--- src/rtl/aibcr3_dll_pkg.sv ---
// Shared types and helpers for the DLL interpolator thermometer controller.
// Helpers work at a fixed maximum width; callers slice to their own width.
package aibcr3_dll_pkg;

    localparam int MAX_GRAY_W  = 5;
    localparam int MAX_THERM_W = (1 << MAX_GRAY_W) - 1;

    typedef enum logic [1:0] {
        IDLE   = 2'd0,
        STEP   = 2'd1,
        SETTLE = 2'd2
    } dll_state_t;

    function automatic int therm_width(input int gray_w);
        return (1 << gray_w) - 1;
    endfunction

    // Narrower codes are zero-extended, which leaves the low bits unchanged.
    function automatic logic [MAX_GRAY_W-1:0] gray2bin(input logic [MAX_GRAY_W-1:0] g);
        logic [MAX_GRAY_W-1:0] b;
        b[MAX_GRAY_W-1] = g[MAX_GRAY_W-1];
        for (int i = MAX_GRAY_W - 2; i >= 0; i--) begin
            b[i] = b[i+1] ^ g[i];
        end
        return b;
    endfunction

    function automatic logic [MAX_THERM_W-1:0] bin2therm(input logic [MAX_GRAY_W-1:0] code);
        logic [MAX_THERM_W-1:0] t;
        for (int i = 0; i < MAX_THERM_W; i++) begin
            t[i] = (i < int'(code));
        end
        return t;
    endfunction

endpackage

--- src/rtl/aibcr3_dll_therm_sreg.sv ---
// Thermometer register: shifts up/down by one bit, loads a repaired pattern,
// or acts as a scan chain si -> q[0] -> ... -> q[W-1] -> so.
module aibcr3_dll_therm_sreg #(
    parameter int W = 7
) (
    input  logic         clk,
    input  logic         rst_n,
    input  logic         up,
    input  logic         down,
    input  logic         load_norm,
    input  logic [W-1:0] norm_val,
    input  logic         scan,
    input  logic         si,
    output logic [W-1:0] q,
    output logic         so
);

    always_ff @(posedge clk or negedge rst_n) begin
        if (!rst_n) begin
            q <= '0;
        end else if (scan) begin
            q <= {q[W-2:0], si};
        end else if (load_norm) begin
            q <= norm_val;
        end else if (up) begin
            q <= {q[W-2:0], 1'b1};
        end else if (down) begin
            q <= {1'b0, q[W-1:1]};
        end
    end

    assign so = q[W-1];

endmodule

--- src/rtl/aibcr3_dll_intp_therm_ctrl.sv ---
// Gray-coded phase target slewed one thermometer step per window into the
// interpolator; scan-chained, with pattern repair on scan exit.
module aibcr3_dll_intp_therm_ctrl
    import aibcr3_dll_pkg::*;
#(
    parameter  int GRAY_W     = 3,
    parameter  int SETTLE_CYC = 2,
    localparam int THERM_W    = therm_width(GRAY_W)
) (
    input  logic               CLKIN,
    input  logic               PDb,
    input  logic               iSE,
    input  logic               iSI,
    output logic               SOOUT,
    input  logic [GRAY_W-1:0]  gray,
    input  logic               load,
    input  logic               freeze,
    output logic [THERM_W-1:0] therm_p,
    output logic [THERM_W-1:0] therm_n,
    output logic [GRAY_W-1:0]  code_bin,
    output logic               busy,
    output logic               at_target
);

    localparam int CNT_W = (SETTLE_CYC > 1) ? $clog2(SETTLE_CYC) : 1;

    dll_state_t             state;
    logic [GRAY_W-1:0]      tgt;
    logic [GRAY_W-1:0]      tgt_dec;
    logic [CNT_W-1:0]       settle_cnt;
    logic                   scan_d;
    logic [THERM_W-1:0]     therm_q;
    logic [THERM_W-1:0]     norm_val;
    logic [MAX_GRAY_W-1:0]  bin_full;
    logic [MAX_THERM_W-1:0] therm_full;
    logic                   unused_bits;
    logic                   scan_exit;
    logic                   step_en;
    logic                   step_up;
    logic                   step_dn;

    assign bin_full = gray2bin(MAX_GRAY_W'(gray));
    assign tgt_dec  = bin_full[GRAY_W-1:0];

    // Applied code is the position of the highest set bit, so a corrupted
    // (non-thermometer) scan pattern still yields a well-defined code.
    always_comb begin
        code_bin = '0;
        for (int i = 0; i < THERM_W; i++) begin
            if (therm_q[i]) begin
                code_bin = GRAY_W'(i + 1);
            end
        end
    end

    assign therm_full  = bin2therm(MAX_GRAY_W'(code_bin));
    assign norm_val    = therm_full[THERM_W-1:0];
    assign unused_bits = ^{bin_full, therm_full};

    assign at_target = (code_bin == tgt);
    assign busy      = (state != IDLE) || !at_target;
    assign scan_exit = !iSE && scan_d;
    assign step_en   = !iSE && !scan_exit && (state == STEP);
    assign step_up   = step_en && (tgt > code_bin);
    assign step_dn   = step_en && !(tgt > code_bin);

    always_ff @(posedge CLKIN or negedge PDb) begin
        if (!PDb) begin
            state      <= IDLE;
            tgt        <= '0;
            settle_cnt <= '0;
            scan_d     <= 1'b0;
        end else begin
            scan_d <= iSE;
            if (load && !iSE) begin
                tgt <= tgt_dec;
            end
            if (iSE) begin
                state      <= IDLE;
                settle_cnt <= '0;
            end else if (!scan_d) begin
                case (state)
                    IDLE: begin
                        if (!at_target && !freeze) begin
                            state <= STEP;
                        end
                    end
                    STEP: begin
                        if (SETTLE_CYC == 0) begin
                            state <= IDLE;
                        end else begin
                            state      <= SETTLE;
                            settle_cnt <= CNT_W'(SETTLE_CYC - 1);
                        end
                    end
                    SETTLE: begin
                        // freeze is deliberately ignored here: a started window always finishes.
                        if (settle_cnt == '0) begin
                            state <= IDLE;
                        end else begin
                            settle_cnt <= settle_cnt - 1'b1;
                        end
                    end
                    default: state <= IDLE;
                endcase
            end
        end
    end

    aibcr3_dll_therm_sreg #(
        .W (THERM_W)
    ) u_sreg (
        .clk       (CLKIN),
        .rst_n     (PDb),
        .up        (step_up),
        .down      (step_dn),
        .load_norm (scan_exit),
        .norm_val  (norm_val),
        .scan      (iSE),
        .si        (iSI),
        .q         (therm_q),
        .so        (SOOUT)
    );

    assign therm_p = therm_q;
    assign therm_n = ~therm_q;

endmodule

--- config.mk ---
export PLATFORM = sky130hd
export DESIGN_NAME = aibcr3_dll_intp_therm_ctrl
export DESIGN_NICKNAME = d
export VERILOG_FILES = /design/src/rtl/aibcr3_dll_pkg.sv /design/src/rtl/aibcr3_dll_therm_sreg.sv /design/src/rtl/aibcr3_dll_intp_therm_ctrl.sv
export SDC_FILE = /design/constraint.sdc
export NUM_CORES = 1
export LEC_CHECK = 0
export CAP_MARGIN = 20
export CORE_MARGIN = 4
export CORE_UTILIZATION = 45
export DETAILED_ROUTE_END_ITERATION = 10
export HOLD_SLACK_MARGIN = 0.12
export PLACE_DENSITY = 0.76
export SKIP_CTS_REPAIR_TIMING = 1
export SLEW_MARGIN = 5
export SYNTH_ARGS = -nofsm -noshare
export SYNTH_HDL_FRONTEND = slang
export SYNTH_SLANG_ARGS = --single-unit
--- constraint.sdc ---
create_clock -name CLKIN -period 7.06 [get_ports CLKIN]
set_input_delay 2.118 -clock CLKIN [delete_from_list [all_inputs] [get_ports CLKIN]]
set_output_delay 2.118 -clock CLKIN [all_outputs]
set_load 0.005 [all_outputs]
=== Word level (Yosys, flattened, before mapping) ===
Cells that the tools add are included.
Widths: inputs -> output; s select.

* Logic and storage cells: 62
* Bits in registers: 14
* Bits of input ports: 9
* Output and inout port bits: 20

* Reduce and logical (&&, ||, !) cells: 19
* Muxes and demuxes: 20
* Add/sub/neg operators: 1
* $lt $le $gt $ge: 8
* Bitwise logic cells: 3
* Equal/unequal tests: 6

{| class="wikitable"
|+ Operator list
! cell !! count
|-
| $mux 7 || 4
|-
| $mux 3 || 6
|-
| $lt 3x3->1 const A || 3
|-
| $mux 2 || 4
|-
| $logic_and 1x1->1 || 7
|-
| $not 7->7 || 1
|-
| $lt 1x3->1 const A || 2
|-
| $lt 2x3->1 const A || 2
|-
| $ne 3x3->1 const B || 2
|-
| $pmux 2 s3 || 1
|-
| $logic_not 1->1 || 5
|-
| $mux 1 || 4
|-
| $reduce_bool 4->1 || 1
|-
| $eq 3x3->1 || 1
|-
| $gt 3x3->1 || 1
|-
| $reduce_and 3->1 || 1
|-
| $reduce_bool 3->1 || 1
|-
| $eq 2x1->1 const B || 1
|-
| $eq 2x2->1 const B || 1
|-
| $logic_not 2->1 || 1
|-
| $ne 2x2->1 const B || 1
|-
| $pmux 1 s2 || 1
|-
| $reduce_and 2->1 || 1
|-
| $reduce_bool 2->1 || 1
|-
| 3 further kinds || 4
|}

=== Depth between registers and ports, before layout ===
* Depth in word-level cells: 14
* Depth in mapped cells: 11
* Gate-level depth less buffers: 10

=== Hierarchy ===
From an unflattened synthesis, not the netlist that was laid out.

* Cells, all modules: 121
* Area total of the unflattened synthesis: 1023.5 um2

{| class="wikitable"
|+ Modules (own cells, without submodules)
! module !! cells each !! instances !! sequential area each (um2) !! area each (um2)
|-
| aibcr3_dll_intp_therm_ctrl || 66 || 1 || 175.2 || 529.3
|-
| aibcr3_dll_therm_sreg || 55 || 1 || 175.2 || 494.2
|}

=== Worst setup path after synthesis ===
Ideal clock, no wire load.

* Path kind: flip-flop to output port
* Start: register u_sreg.q[4]
* End: output busy
* Buffers on the path: 1
* Path slack: 3302 ps
* Required time: 4942 ps
* Data arrival time: 1640 ps
* Cell stages (with the launch flop): 9
* Cell sequence: dfrtp_1 -> buf_6 -> inv_1 -> a221oi_1 -> or2_2 -> ha_1 -> nand2_1 -> nor2_1 -> nand2_1

* Cells in the longest elaborated chain, start to end: 6

{| class="wikitable"
|+ Ends and longest elaborated chain
! element !! line !! RTL
|-
| start: declaration || aibcr3_dll_therm_sreg.sv:14 || <nowiki>output logic [W-1:0] q,</nowiki>
|-
| start signal: assignment || aibcr3_dll_therm_sreg.sv:22 || <nowiki>q <= {q[W-2:0], si};</nowiki>
|-
| start signal: assignment || aibcr3_dll_therm_sreg.sv:24 || <nowiki>q <= norm_val;</nowiki>
|-
| start signal: assignment || aibcr3_dll_therm_sreg.sv:26 || <nowiki>q <= {q[W-2:0], 1'b1};</nowiki>
|-
| $mux 3 (3 in a row) || aibcr3_dll_intp_therm_ctrl.sv:50 || <nowiki>if (therm_q[i]) begin</nowiki>
|-
| named net code_bin[0] || aibcr3_dll_intp_therm_ctrl.sv:20 || <nowiki>output logic [GRAY_W-1:0] code_bin,</nowiki>
|-
| $eq 3x3->1 || aibcr3_dll_intp_therm_ctrl.sv:60 || <nowiki>assign at_target = (code_bin == tgt);</nowiki>
|-
| named net at_target || aibcr3_dll_intp_therm_ctrl.sv:22 || <nowiki>output logic at_target</nowiki>
|-
| $logic_not 1->1 || aibcr3_dll_intp_therm_ctrl.sv:61 || <nowiki>assign busy = (state != IDLE) || !at_target;</nowiki>
|-
| $logic_or 1x1->1 || aibcr3_dll_intp_therm_ctrl.sv:61 ||
|-
| end: declaration || aibcr3_dll_intp_therm_ctrl.sv:21 || <nowiki>output logic busy,</nowiki>
|}

The timed path passes the listed nets, and every way through them passes these cells.

=== Final worst setup path ===
* Start: register u_sreg.q[4]
* End: output busy

* Cells in the longest elaborated chain, start to end: 6

{| class="wikitable"
|+ Ends and longest elaborated chain
! element !! line
|-
| $mux 3 (3 in a row) || aibcr3_dll_intp_therm_ctrl.sv:50
|-
| $eq 3x3->1 || aibcr3_dll_intp_therm_ctrl.sv:60
|-
| $logic_not 1->1 || aibcr3_dll_intp_therm_ctrl.sv:61
|-
| $logic_or 1x1->1 || aibcr3_dll_intp_therm_ctrl.sv:61
|}

Every way passes these cells.

==> metrics.txt <==
run status=finished clean; data required time of the critical path=4940 ps; Critical Path Max Stage Delay=580 ps; startpoint type of the worst setup path=register; synthesized area divided by synthesized cell count=8.51 sq um; detailed-route via count=1001; number of standard-cell rows in the floorplan=16; antenna violations before repair=0; net count after synthesis=129; upper clock frequency limit=214 MHz; number of enable flip-flop cells after synthesis=0; endpoint type of the worst setup path=primary output; final weighted congestion in routability-driven placement=0.944; area enclosed by the die boundary=3050 sq um; final max-slew violation count=0; path type of the worst min-delay path=reg -> reg; FILL cells=192; min Tclk post-route=4680 ps; share of layout cells above drive strength 1=9.03%; area share of the largest cell type after synthesis=34.9%; total cell area at the placement stage=1280 sq um; area of the mapped netlist=1000 sq um; critical path class=reg -> out; Crit path arrival time=2560 ps; list of cells traversed by the critical path=inv_1 > a221oi_1 > or2_2 > ha_1 > nand2_1 > nor2_1 > nand2_1 > clkdlybuf4s50_1; synthesis-stage register bit count=14; cells after synthesis=118; wirelength, routed=2660 um; Pre-antenna DRT Iters=4; overall power consumption=0.304 mW; # Max-Cap Violations=0; clock transition at the registers of the reported paths=90 ps; proportion of synthesized flip-flops having asynchronous set or reset=100%; initial core utilization=49.2%; overall fraction of global-route tracks in use=17.6%; Post-synth top flop=dfrtp_1; post-synthesis to final-layout area growth=31.0%; vias in the first global route=892; clock buffer depth=2; number of remaining DRC errors=0; Detailed Route Iter0 Violations=53; antenna diode count=0; final sum of negative setup slack=0 ps; H-tree levels=1; Remaining Overflow, GRT=0; global-route wire length before repair=4310 um; Die Width=55.3 um; synth warn=0; IR drop worst, VDD=0.176 mV; most frequent standard cell in the layout excluding fill and tap cells=clkdlybuf4s50_1; area of all placed cells without fillers=1320 sq um; IO Pins=29; top library cells by usage in the layout, fill and taps aside=clkdlybuf4s50_1 (28), dfrtp_1 (14), inv_1 (11), nor2_1 (11), a21oi_1 (9); Net count, final=156; Worst Skew=5.67 ps; final setup violating endpoints=0; largest net degree at the start of global routing=22; total of buffers placed on input and output ports=28; fraction of the yosys area taken by sequential cells=34.9%; CP max FO=10; Clock Sink Count=14; endpoints failing hold=0; cell with the biggest individual delay on the critical path=dfrtp_1; clock network latency to the later pin of the worst-skew pair=290 ps; Die Y=55.3 um; setup repair after global routing missed its margin=no; biggest area contributors in the synthesized netlist=dfrtp_1 (35%), a21oi_1 (4.5%), inv_1 (4.1%), nor2_1 (4.1%), o21ai_0 (3.5%); Detail Placement HPWL=2000 um; TritonCTS clock tree=built; PD cells=231 nW/um^2; cell seen most often among critical-path stages=nand2_1; transition time at the pin with the least slew margin=727 ps; library cell with the largest summed area after synthesis=dfrtp_1; Core Box Area=2040 sq um; Netlist cell types=43; number of CTS-inserted buffers=3; static power due to leakage=0.554 nW; relative slew slack=51.4%; Root Buffer=clkbuf_4; final critical-path share of the clock period=66.3%; remaining antenna violation count after routing=0; average via count per standard cell=5.85; average detailed-routed wire length per instance=15.6 um
==> Yosys cell counts, types with 2 or more instances <==
cell type  number
o31ai_1         3
inv_1          11
nor2_1         11
clkbuf_1        2
buf_4           2
nand2_1         8
a221oi_1        3
nor2b_1         3
nand2b_1        4
a21oi_1         9
ha_1            2
nor3_1          5
o21ai_0         7
or2_2           3
xor2_1          2
o22ai_1         3
dfrtp_1        14
==> state kept, by name, indices dropped and copies added, names as in the netlist <==
name / flops
tgt: 3
scan_d: 1
u_sreg.q: 7
settle_cnt: 1
state: 2
==> critical path: cells and delay by family (launching register included) <==
family	cells	cell delay, ps
buffers and inverters	2	650
flip-flops	1	580
AND/OR/NAND/NOR	4	420
AO/OA/AOI/OAI	1	370
adder cells (fa/ha/maj)	1	240
==> through the flow <==
| stage | hold slack [ps] | std cells | setup WS [ps] | utilization (%) |
|---|---|---|---|---|
| final | 488 | 171 | 2380 | 64.5 |
| after global routing | 518 | 171 | 2210 | 64.5 |
| after CTS | 493 | 171 | 2410 | 64.5 |
| after detailed placement | 471 | 167 | 2730 | 62.7 |
| after global placement | 474 | 167 | 2810 | 62.7 |
| after floorplan | 450 | 118 | 3300 | - |
==> layout make-up <==
cell class | instances | area (sq um) | share of cell area [%]
Timing Repair Buffer | 28 | 280 | 21.3
Multi-Input combinational cell | 87 | 574 | 43.6
Clock buffer | 4 | 36.3 | 2.76
Tap cell | 27 | 33.8 | 2.57
Inverter | 11 | 41.3 | 3.14
Sequential cell | 14 | 350 | 26.6
==> power by group <==
group | internal [mW] | switching, mW
Clock | 0.0315 | 0.0295
Combinational | 0.0720 | 0.0563
Sequential | 0.0919 | 0.0224
Total | 0.195 | 0.108
==> logic make-up (layout without fill, tap and decap cells) <==
| group | count (synthesis) | after routing | share of synthesized area (%) |
|---|---|---|---|
| adders and majority gates | 2 | 2 | 2.49 |
| buffers and inverters | 17 | 43 | 7.97 |
| muxes | 2 | 2 | 2.12 |
| AOI/OAI and AO/OA | 41 | 41 | 30.3 |
| xor gates and xnor gates | 3 | 3 | 2.62 |
| and+or+nand+nor | 39 | 39 | 19.7 |
| DFF | 14 | 14 | 34.9 |
==> routing by layer <==
layer  up-vias  track usage, %  wire, um
li1        482               -         -
met4         0            7.29        41
met1       469            23.2      1180
met5         -               0         0
met3         5            3.73       220
met2        45            27.7      1220
==> final timing paths <==
| path | endpoint | start | slack, ps | depth (start not counted) |
|---|---|---|---|---|
| setup / recovery | busy | u_sreg.q[4] | 2380 | 8 |
| hold / removal | tgt[0] | tgt[0] | 490 | 2 |
| setup reg to reg | u_sreg.q[1] | u_sreg.q[4] | 4030 | 9 |
| hold reg to reg | tgt[0] | tgt[0] | 490 | 2 |
| max in group asynchronous | scan_d | PDb | 4380 | 1 |
| min in group asynchronous | settle_cnt | PDb | 2230 | 1 |
(Power assumes the default switching activity.)
